[src/rtl/stream_pkg.sv]
// Shared beat layout, CSR map and helpers for the stream packet FIFO.
// The beat width is fixed here; the FIFO's DATA_BYTES parameter must match BEAT_BYTES.
package stream_pkg;

    localparam int BEAT_BYTES = 8;
    localparam int DATA_W     = BEAT_BYTES * 8;
    localparam int EMPTY_W    = $clog2(BEAT_BYTES);

    typedef struct packed {
        logic [DATA_W-1:0]  data;
        logic [EMPTY_W-1:0] empty;
        logic               sop;
        logic               eop;
    } st_beat_t;

    localparam int BEAT_W = $bits(st_beat_t);

    localparam logic [1:0] CSR_FILL = 2'd0;
    localparam logic [1:0] CSR_PKT  = 2'd1;
    localparam logic [1:0] CSR_ERR  = 2'd2;

    typedef enum logic {
        FRM_IDLE   = 1'b0,
        FRM_IN_PKT = 1'b1
    } frame_state_t;

    function automatic logic [31:0] sat_inc(input logic [31:0] value);
        return (value == 32'hFFFF_FFFF) ? value : value + 32'd1;
    endfunction

    // 16-bit view of a 32-bit counter that pins at all-ones instead of truncating
    function automatic logic [15:0] sat16(input logic [31:0] value);
        return (value[31:16] != 16'd0) ? 16'hFFFF : value[15:0];
    endfunction

endpackage

[src/rtl/stream_fifo_mem.sv]
// Beat storage for the packet FIFO: register array with synchronous write and
// asynchronous read so the head beat is visible without a read cycle.
module stream_fifo_mem
    import stream_pkg::*;
#(
    parameter int DEPTH  = 16,
    parameter int ADDR_W = $clog2(DEPTH)
) (
    input  logic              clk,
    input  logic              wr_en,
    input  logic [ADDR_W-1:0] wr_addr,
    input  logic [BEAT_W-1:0] wr_beat,
    input  logic [ADDR_W-1:0] rd_addr,
    output logic [BEAT_W-1:0] rd_beat
);

    logic [BEAT_W-1:0] mem [DEPTH];

    always_ff @(posedge clk) begin
        if (wr_en) begin
            mem[wr_addr] <= wr_beat;
        end
    end

    assign rd_beat = mem[rd_addr];

endmodule

[src/rtl/stream_packet_fifo.sv]
// Avalon-ST show-ahead packet FIFO with framing policing and an Avalon-MM CSR
// slave (readLatency 1) exposing fill level, packets delivered and framing errors.
//
//   state      | meaning
//   FRM_IDLE   | between packets; next accepted beat must carry SOP or it is dropped
//   FRM_IN_PKT | inside a packet; beats are written until one with EOP
module stream_packet_fifo
    import stream_pkg::*;
#(
    parameter int DATA_BYTES = BEAT_BYTES,
    parameter int DEPTH      = 16
) (
    input  logic                          clk,
    input  logic                          reset,
    input  logic [DATA_BYTES*8-1:0]       stream_in_data,
    input  logic [$clog2(DATA_BYTES)-1:0] stream_in_empty,
    input  logic                          stream_in_valid,
    input  logic                          stream_in_startofpacket,
    input  logic                          stream_in_endofpacket,
    output logic                          stream_in_ready,
    output logic [DATA_BYTES*8-1:0]       stream_out_data,
    output logic [$clog2(DATA_BYTES)-1:0] stream_out_empty,
    output logic                          stream_out_valid,
    output logic                          stream_out_startofpacket,
    output logic                          stream_out_endofpacket,
    input  logic                          stream_out_ready,
    input  logic [1:0]                    csr_address,
    input  logic                          csr_read,
    input  logic                          csr_write,
    input  logic [31:0]                   csr_writedata,
    output logic [31:0]                   csr_readdata,
    output logic                          csr_readdatavalid,
    output logic                          csr_waitrequest
);

    localparam int ADDR_W = $clog2(DEPTH);

    logic [ADDR_W:0] wr_ptr;
    logic [ADDR_W:0] rd_ptr;
    logic [ADDR_W:0] count;
    frame_state_t    frame_state;

    logic [31:0] pkt_out;
    logic [31:0] err_sop;
    logic [31:0] err_orphan;

    st_beat_t beat_in;
    st_beat_t beat_out;

    logic full;
    logic accept;
    logic drop;
    logic sop_err;
    logic push;
    logic pop;
    logic err_clear;
    logic [31:0] csr_rd_mux;
    logic unused_wdata;

    assign full            = (count == (ADDR_W+1)'(DEPTH));
    assign stream_in_ready = !reset && !full;
    assign csr_waitrequest = reset;

    assign accept  = stream_in_valid && stream_in_ready;
    assign drop    = accept && !stream_in_startofpacket && (frame_state == FRM_IDLE);
    assign sop_err = accept && stream_in_startofpacket && (frame_state == FRM_IN_PKT);
    assign push    = accept && !drop;
    assign pop     = stream_out_valid && stream_out_ready;

    // The clear is a strobe; the written value carries no meaning.
    assign err_clear    = csr_write && !csr_waitrequest && (csr_address == CSR_ERR);
    assign unused_wdata = ^csr_writedata;

    assign beat_in = '{
        data:  stream_in_data,
        empty: stream_in_empty,
        sop:   stream_in_startofpacket,
        eop:   stream_in_endofpacket
    };

    stream_fifo_mem #(
        .DEPTH  (DEPTH),
        .ADDR_W (ADDR_W)
    ) u_mem (
        .clk     (clk),
        .wr_en   (push),
        .wr_addr (wr_ptr[ADDR_W-1:0]),
        .wr_beat (beat_in),
        .rd_addr (rd_ptr[ADDR_W-1:0]),
        .rd_beat (beat_out)
    );

    assign stream_out_valid         = (count != '0);
    assign stream_out_data          = beat_out.data;
    assign stream_out_empty         = beat_out.empty;
    assign stream_out_startofpacket = beat_out.sop;
    assign stream_out_endofpacket   = beat_out.eop;

    always_ff @(posedge clk) begin
        if (reset) begin
            wr_ptr <= '0;
            rd_ptr <= '0;
            count  <= '0;
        end else begin
            if (push) begin
                wr_ptr <= wr_ptr + 1'b1;
            end
            if (pop) begin
                rd_ptr <= rd_ptr + 1'b1;
            end
            unique case ({push, pop})
                2'b10:   count <= count + 1'b1;
                2'b01:   count <= count - 1'b1;
                default: count <= count;
            endcase
        end
    end

    always_ff @(posedge clk) begin
        if (reset) begin
            frame_state <= FRM_IDLE;
        end else if (accept) begin
            unique case (frame_state)
                FRM_IDLE: begin
                    if (stream_in_startofpacket && !stream_in_endofpacket) begin
                        frame_state <= FRM_IN_PKT;
                    end
                end
                FRM_IN_PKT: begin
                    // A fresh SOP restarts the packet; only an EOP closes it.
                    if (stream_in_endofpacket) begin
                        frame_state <= FRM_IDLE;
                    end
                end
                default: frame_state <= FRM_IDLE;
            endcase
        end
    end

    always_ff @(posedge clk) begin
        if (reset) begin
            pkt_out    <= '0;
            err_sop    <= '0;
            err_orphan <= '0;
        end else begin
            if (err_clear) begin
                err_sop    <= '0;
                err_orphan <= '0;
            end else begin
                if (sop_err) begin
                    err_sop <= sat_inc(err_sop);
                end
                if (drop) begin
                    err_orphan <= sat_inc(err_orphan);
                end
            end
            if (pop && beat_out.eop) begin
                pkt_out <= sat_inc(pkt_out);
            end
        end
    end

    always_comb begin
        csr_rd_mux = 32'h0;
        unique case (csr_address)
            CSR_FILL: csr_rd_mux = 32'(count);
            CSR_PKT:  csr_rd_mux = pkt_out;
            CSR_ERR:  csr_rd_mux = {sat16(err_sop), sat16(err_orphan)};
            default:  csr_rd_mux = 32'h0;
        endcase
    end

    always_ff @(posedge clk) begin
        if (reset) begin
            csr_readdata      <= '0;
            csr_readdatavalid <= 1'b0;
        end else begin
            csr_readdatavalid <= csr_read;
            if (csr_read) begin
                csr_readdata <= csr_rd_mux;
            end
        end
    end

endmodule

[config.mk]
export PLATFORM = sky130hd
export DESIGN_NAME = stream_packet_fifo
export DESIGN_NICKNAME = d
export VERILOG_FILES = /design/src/rtl/stream_pkg.sv /design/src/rtl/stream_fifo_mem.sv /design/src/rtl/stream_packet_fifo.sv
export SDC_FILE = /design/constraint.sdc
export NUM_CORES = 1
export LEC_CHECK = 0
export CAP_MARGIN = 10
export CORE_ASPECT_RATIO = 0.75
export CORE_MARGIN = 1.5
export CORE_UTILIZATION = 65
export DETAILED_ROUTE_END_ITERATION = 6
export PLACE_DENSITY = 0.85
export SYNTH_ARGS = -nofsm -noshare
export SYNTH_HDL_FRONTEND = slang
export SYNTH_HIERARCHICAL = 1
export SYNTH_SLANG_ARGS = --single-unit
[constraint.sdc]
create_clock -name clk -period 18.4 [get_ports clk]
set_input_delay 2.76 -clock clk [delete_from_list [all_inputs] [get_ports clk]]
set_output_delay 2.76 -clock clk [all_outputs]
set_load 0.005 [all_outputs]
==> flow_metrics.env, run 1 <==
export IMPL_power_leakage_uw=0.0166
export IMPL_antenna_found_initial=13
export IMPL_drt_total_wl_um=124000
export IMPL_top_level_ports=214
export IMPL_crit_type="register to output port"
export IMPL_period_needed_ns=7.66
export IMPL_drtIter0Drc=4380
export IMPL_die_h_um=239
export IMPL_vias=27700
export IMPL_r2r_slack_ns=13.70
export IMPL_end_kind="output port"
export IMPL_powerDensity_nw_per_um2=114
export IMPL_path_max_fanout=160
export IMPL_syn_nets=2697
export IMPL_layout_cells_non_filler=3841
export IMPL_async_flop_share_pct=0
export IMPL_cap_viol_max_count=0
export IMPL_grt_pass1_wl_um=181000
export IMPL_drc=1
export IMPL_cts_setup_buffers=0
export IMPL_hold_viol_final=0
export IMPL_grt_overflow=0
export IMPL_num_rows=86
export IMPL_synth_cells=2578
export IMPL_max_stage_delay_ns=1.01
export IMPL_synthTopCellsByArea="edfxtp_1, mux4_2, dfxtp_1"
export IMPL_finalSetupTns_ns=0
export IMPL_syn_area_sq_um=48500
export IMPL_crit_path_start_kind="register"
export IMPL_core_area_sq_um=73600
export IMPL_final_cell_mix="edfxtp_1, mux4_2, clkdlybuf4s50_1"
export IMPL_holdBufCountCts=0
export IMPL_synth_edf_count=1104
export IMPL_start_util_pct=65.8
export IMPL_hold_class="register to register"
export IMPL_root_buffer="clkbuf_16"
export IMPL_wl_per_cell_um=32.3
export IMPL_relSlewSlack_pct=13.3
export IMPL_worst_ep_arrival_time_ns=4.90
export IMPL_avgSynthCellArea_sq_um=18.8
export IMPL_grtUsageTotal_pct=32.8
export IMPL_dp_hpwl_um=60000
export IMPL_ant_nets=0
export IMPL_drive_gt1_share_pct=17.7
export IMPL_finalMaxSlewViolations=0
export IMPL_htreeDepth=3
export IMPL_synthFlopType="edfxtp_1"
export IMPL_die_area_sq_um=76200
export IMPL_port_buffers=181
export IMPL_fill_cells=3824
export IMPL_violations="DRC"
export IMPL_critical_path_required_ns=15.64
export IMPL_rsz0062_at_grt="false"
export IMPL_seq_area_frac_synth_pct=74.3
export IMPL_cts_path_max_buffers=3
export IMPL_dr_pass1_iters=7
export IMPL_grt_max_degree=161
export IMPL_clock_fmax_mhz=130
export IMPL_cp_cell_sequence="buf_12 > buf_4 > mux4_2 > a22oi_1 > nand2_1 > clkdlybuf4s50_1"
export IMPL_hold_slack_ns=0.487
export IMPL_ys_ff_latch=1247
export IMPL_first_global_vias=27800
export IMPL_skew_ns=0.0215
export IMPL_dp_cells=3628
export IMPL_synth_warnings=6
export IMPL_area_growth_pct=12.9
export IMPL_place_congestion=0.855
export IMPL_seqCellArea_sq_um=36000
export IMPL_cts_tree="done"
export IMPL_cts_sinks=1247
export IMPL_clk_insertion_delay_late_ns=0.70
export IMPL_cpMaxStageDelayCell="buf_4"
export IMPL_mostFrequentLayoutCell="edfxtp_1"
export IMPL_path_delay_family="buffers and inverters"
export IMPL_fp_dieW_um=318
export IMPL_setup_viol=0
export IMPL_multi_input_area_sq_um=11800
export IMPL_numCtsBuffers=110
export IMPL_cts_clk_slew_worst_paths_ns=0.07
export IMPL_ys_types=64
export IMPL_tightest_slew_ns=1.30
export IMPL_critPathBufInv=3
export IMPL_min_period_over_period_pct=41.7
export IMPL_netlist_area_leader_share_pct=68.4
export IMPL_yosys_area_top_type="edfxtp_1"
export IMPL_irDropWorstVdd_mv=0.118
export IMPL_cts_repair_resized=0
export IMPL_status="finished, violations left"
export IMPL_avgViaCountPerCell=7.21
export IMPL_fin_util_pct=74.3
export IMPL_nets=2892
## worst paths after layout
path,from,endpoint,depth (start not counted)
setup / recovery,rd_ptr[1],stream_out_data[17],6
hold / removal,csr_readdata[1],csr_readdata[1],2
setup reg to reg,rd_ptr[0],pkt_out[3],9
hold reg to reg,csr_readdata[1],csr_readdata[1],2
## report_power, final
group	switching (uW)	total (uW)	internal, uW
logic	429	897	468
clock network	1010	2230	1230
registers	25.8	3120	3100
## through the flow
stage / worst slack (ns) / instance area (sq um) / power [uW]
floorplan: 9.05 / 48500 / 3810
global placement: 10.73 / 51200 / 4030
detailed placement: 10.43 / 51200 / 4060
CTS: 10.89 / 54700 / 6270
global route: 10.63 / 54700 / 6430
finish: 10.74 / 54700 / 6260
## registers in the layout, summed over array words and instances, names as in the netlist
register,flops
u_mem/mem,1104
csr_readdata,32
err_orphan,32
err_sop,32
pkt_out,32
count,5
rd_ptr,4
wr_ptr,4
csr_readdatavalid,1
frame_state,1
## routing by layer
metal / part of all wire, % / track usage (%) / wire length, um
met5: 0.068 / 0 / 84
met4: 4.7 / 14.1 / 5800
met3: 11 / 6.42 / 14100
met2: 49 / 53.4 / 61100
met1: 35 / 44.1 / 43100
## logic make-up after synthesis
| family | synth area share, % |
|---|---|
| DFF | 74.3 |
| AOI/OAI and AO/OA | 5.41 |
| adders and majority gates | 0.274 |
| buffers and inverters | 1.63 |
| muxes | 13.1 |
| and+or+nand+nor | 4.96 |
| xor gates and xnor gates | 0.307 |
## cell type report
cell class / count / share of cell area (%)
Clock inverter: 58 / 0.910
Sequential cell: 1247 / 65.8
Inverter: 15 / 0.103
Timing Repair Buffer: 227 / 3.99
Multi-Input combinational cell: 1172 / 21.6
Clock buffer: 142 / 5.33
Antenna cell: 12 / 0.0549
Tap cell: 968 / 2.21
## cells in the mapped netlist, drive strengths merged, types with 8 or more instances
master and number:
a21oi 84, a22oi 138, a311oi 27, and3 14, and4 11, buf 71
clkbuf 73, dfxtp 143, edfxtp 1104, ha 9, inv 15, mux2i 10
mux4 276, nand2 150, nand3 40, nand4 31, nor2 83, nor2b 9
nor3 12, nor4 15, o21ai 75, o31ai 30, or3 39, or4 36
xnor2 9, xor2 8
## tightest hold or removal path: stages (launching register included)
cell and delay [ns]:
dfxtp_1 0.32, nor2_1 0.08, nor3_1 0.05
(Power assumes the default switching activity.)
==> run 2: changes to the inputs <==
- CORE_UTILIZATION: 65 -> 54
- PLACE_DENSITY: 0.85 -> 0.75
- clock period: 18.4 -> 7 ns (I/O delays scaled with it)
==> run 2 against run 1 <==
The run still ends with DRC left; sequential power grew to 2.6 times the previous value; first-iteration DRC count down 38%; sequential share of layout area shrank 0.64 points; hold slack is essentially flat; clock power rose to 2.6 times the previous value; die area increased by 20%; clock-buffer cell count fell by 13; core utilization decreased by 12 points; critical path depth decreased by 1; total power rose to 2.6 times the previous value; via count decreased by 6.1%; final area increased by 0.98%; critical path type unchanged; largest cell class unchanged.
==> flow_metrics.env, run 2 (synthesized netlist as in run 1, its figures left out) <==
export IMPL_die_area_sq_um=91600
export IMPL_cts_clk_slew_worst_paths_ns=0.07
export IMPL_finalSetupTns_ns=0
export IMPL_mostFrequentLayoutCell="edfxtp_1"
export IMPL_drc=2
export IMPL_vias=26000
export IMPL_top_level_ports=214
export IMPL_dp_hpwl_um=57200
export IMPL_power_leakage_uw=0.0167
export IMPL_path_delay_family="buffers and inverters"
export IMPL_grt_max_degree=128
export IMPL_min_period_over_period_pct=70.1
export IMPL_period_needed_ns=4.91
export IMPL_relSlewSlack_pct=21.1
export IMPL_place_congestion=0.887
export IMPL_dr_pass1_iters=7
export IMPL_largest_reg_flops=1104
export IMPL_setup_ws_ns=2.09
export IMPL_wl_per_cell_um=26.5
export IMPL_worst_ep_arrival_time_ns=3.86
export IMPL_powerDensity_nw_per_um2=296
export IMPL_hold_class="register to register"
export IMPL_r2r_slack_ns=2.88
export IMPL_power_frac_seq_pct=50.1
export IMPL_cts_tree="done"
export IMPL_reg2reg_from="rd_ptr[2]"
export IMPL_critPathBufInv=2
export IMPL_cts_path_max_buffers=3
export IMPL_htreeDepth=3
export IMPL_numCtsBuffers=111
export IMPL_cpMaxStageDelayCell="buf_4"
export IMPL_cts_sinks=1247
export IMPL_drive_gt1_share_pct=18.4
export IMPL_core_area_sq_um=88300
export IMPL_final_cell_mix="edfxtp_1, mux4_2, clkdlybuf4s50_1"
export IMPL_dpl_instance_area_sq_um=51700
export IMPL_root_buffer="clkbuf_16"
export IMPL_cts_repair_resized=0
export IMPL_violations="DRC"
export IMPL_skew_ns=0.0315
export IMPL_holdBufCountCts=0
export IMPL_tightest_slew_ns=1.18
export IMPL_max_stage_delay_ns=0.80
export IMPL_drtIter0Drc=2718
export IMPL_pre_cts_slack_ns=1.41
export IMPL_rsz0062_at_grt="false"
export IMPL_switching_share_pct=23.3
export IMPL_largest_register="u_mem/mem"
export IMPL_crit_path_start_kind="register"
export IMPL_first_global_vias=26000
export IMPL_crit_start="rd_ptr[2]"
export IMPL_grtUsageTotal_pct=23.7
export IMPL_worst_r2r_endpoint="pkt_out[26]"
export IMPL_fill_cells=5869
export IMPL_end_kind="output port"
export IMPL_setup_viol=0
export IMPL_start_util_pct=54.9
export IMPL_irDropWorstVdd_mv=0.227
export IMPL_grt_overflow=0
export IMPL_nets=2892
export IMPL_cap_viol_max_count=0
export IMPL_path_max_fanout=48
export IMPL_antenna_found_initial=5
export IMPL_cp_endpoint="stream_out_data[45]"
export IMPL_power_frac_clock_pct=35.8
export IMPL_die_h_um=262
export IMPL_power_switching_uw=3820
export IMPL_area_growth_pct=14.0
export IMPL_ant_nets=0
export IMPL_crit_cells=5
export IMPL_hold_slack_ns=0.486
export IMPL_whs_path_depth=2
export IMPL_clock_fmax_mhz=204
export IMPL_fin_util_pct=62.6
export IMPL_grt_pass1_wl_um=163000
export IMPL_seqCellArea_sq_um=36000
export IMPL_pwr_share_comb_pct=14.1
export IMPL_multi_input_area_sq_um=11800
export IMPL_crit_type="register to output port"
export IMPL_hold_viol_final=0
export IMPL_cellInternalPower_uw=12600
export IMPL_num_rows=94
export IMPL_status="finished, violations left"
export IMPL_finalMaxSlewViolations=0
export IMPL_critical_path_required_ns=5.95
export IMPL_avgViaCountPerCell=6.39
export IMPL_reg2regPathDepth=8
export IMPL_fin_area_sq_um=55300
export IMPL_clk_insertion_delay_late_ns=0.69
export IMPL_fp_dieW_um=349
export IMPL_drt_total_wl_um=108000
export IMPL_cp_cell_sequence="nor2b_4 > buf_4 > a22oi_1 > nand2_1 > clkdlybuf4s50_1"
export IMPL_port_buffers=181
export IMPL_cts_setup_buffers=0
-- run 2: how the worst min path moves through the flow --
stage / from / endpoint / slack (ns)
2_1_floorplan: err_sop[31] / err_sop[31] / 0.45
3_3_place_gp: err_orphan[30] / err_orphan[30] / 0.47
3_5_place_dp: csr_readdata[0] / csr_readdata[0] / 0.48
4_1_cts: csr_readdata[9] / csr_readdata[9] / 0.49
5_1_grt: csr_readdata[14] / csr_readdata[14] / 0.51
6_report: csr_readdata[7] / csr_readdata[7] / 0.49
-- run 2: tightest hold or removal path, stage by stage (launching register included) --
cell and delay, ns:
dfxtp_1 0.31, nor2_1 0.08, a311oi_1 0.05
-- run 2: cell type report --
type / count / area share, %
Multi-Input combinational cell: 1172 / 21.4
Inverter: 15 / 0.102
Antenna cell: 3 / 0.0136
Clock inverter: 80 / 1.15
Clock buffer: 129 / 5.19
Timing Repair Buffer: 226 / 4.26
Tap cell: 1200 / 2.72
Sequential cell: 1247 / 65.2
-- run 2: metal layers --
| layer | up-vias | share of wire (%) | GRT usage (%) |
|---|---|---|---|
| li1 | 11100 | - | - |
| met1 | 13500 | 40 | 34.4 |
| met2 | 1272 | 49 | 37.9 |
| met3 | 172 | 8.5 | 3.81 |
| met4 | 4 | 2.3 | 6.27 |
| met5 | - | 0.026 | 0 |
-- run 2: metrics by stage --
step / power, uW / cells
detailed placement: 10700 / 3859
global route: 16900 / 4071
CTS: 16500 / 4068
global placement: 10600 / 3859
finish: 16400 / 4072
floorplan: 10000 / 2578
-- run 2: power groups by stage --
stage          Sequential [uW]  Combinational (uW)  Clock [uW]
5_1_grt                   8210                2480        6230
3_3_place_gp              8360                2280           0
4_1_cts                   8210                2340        5960
2_1_floorplan             8330                1670           0
6_report                  8210                2300        5860
3_5_place_dp              8370                2320           0
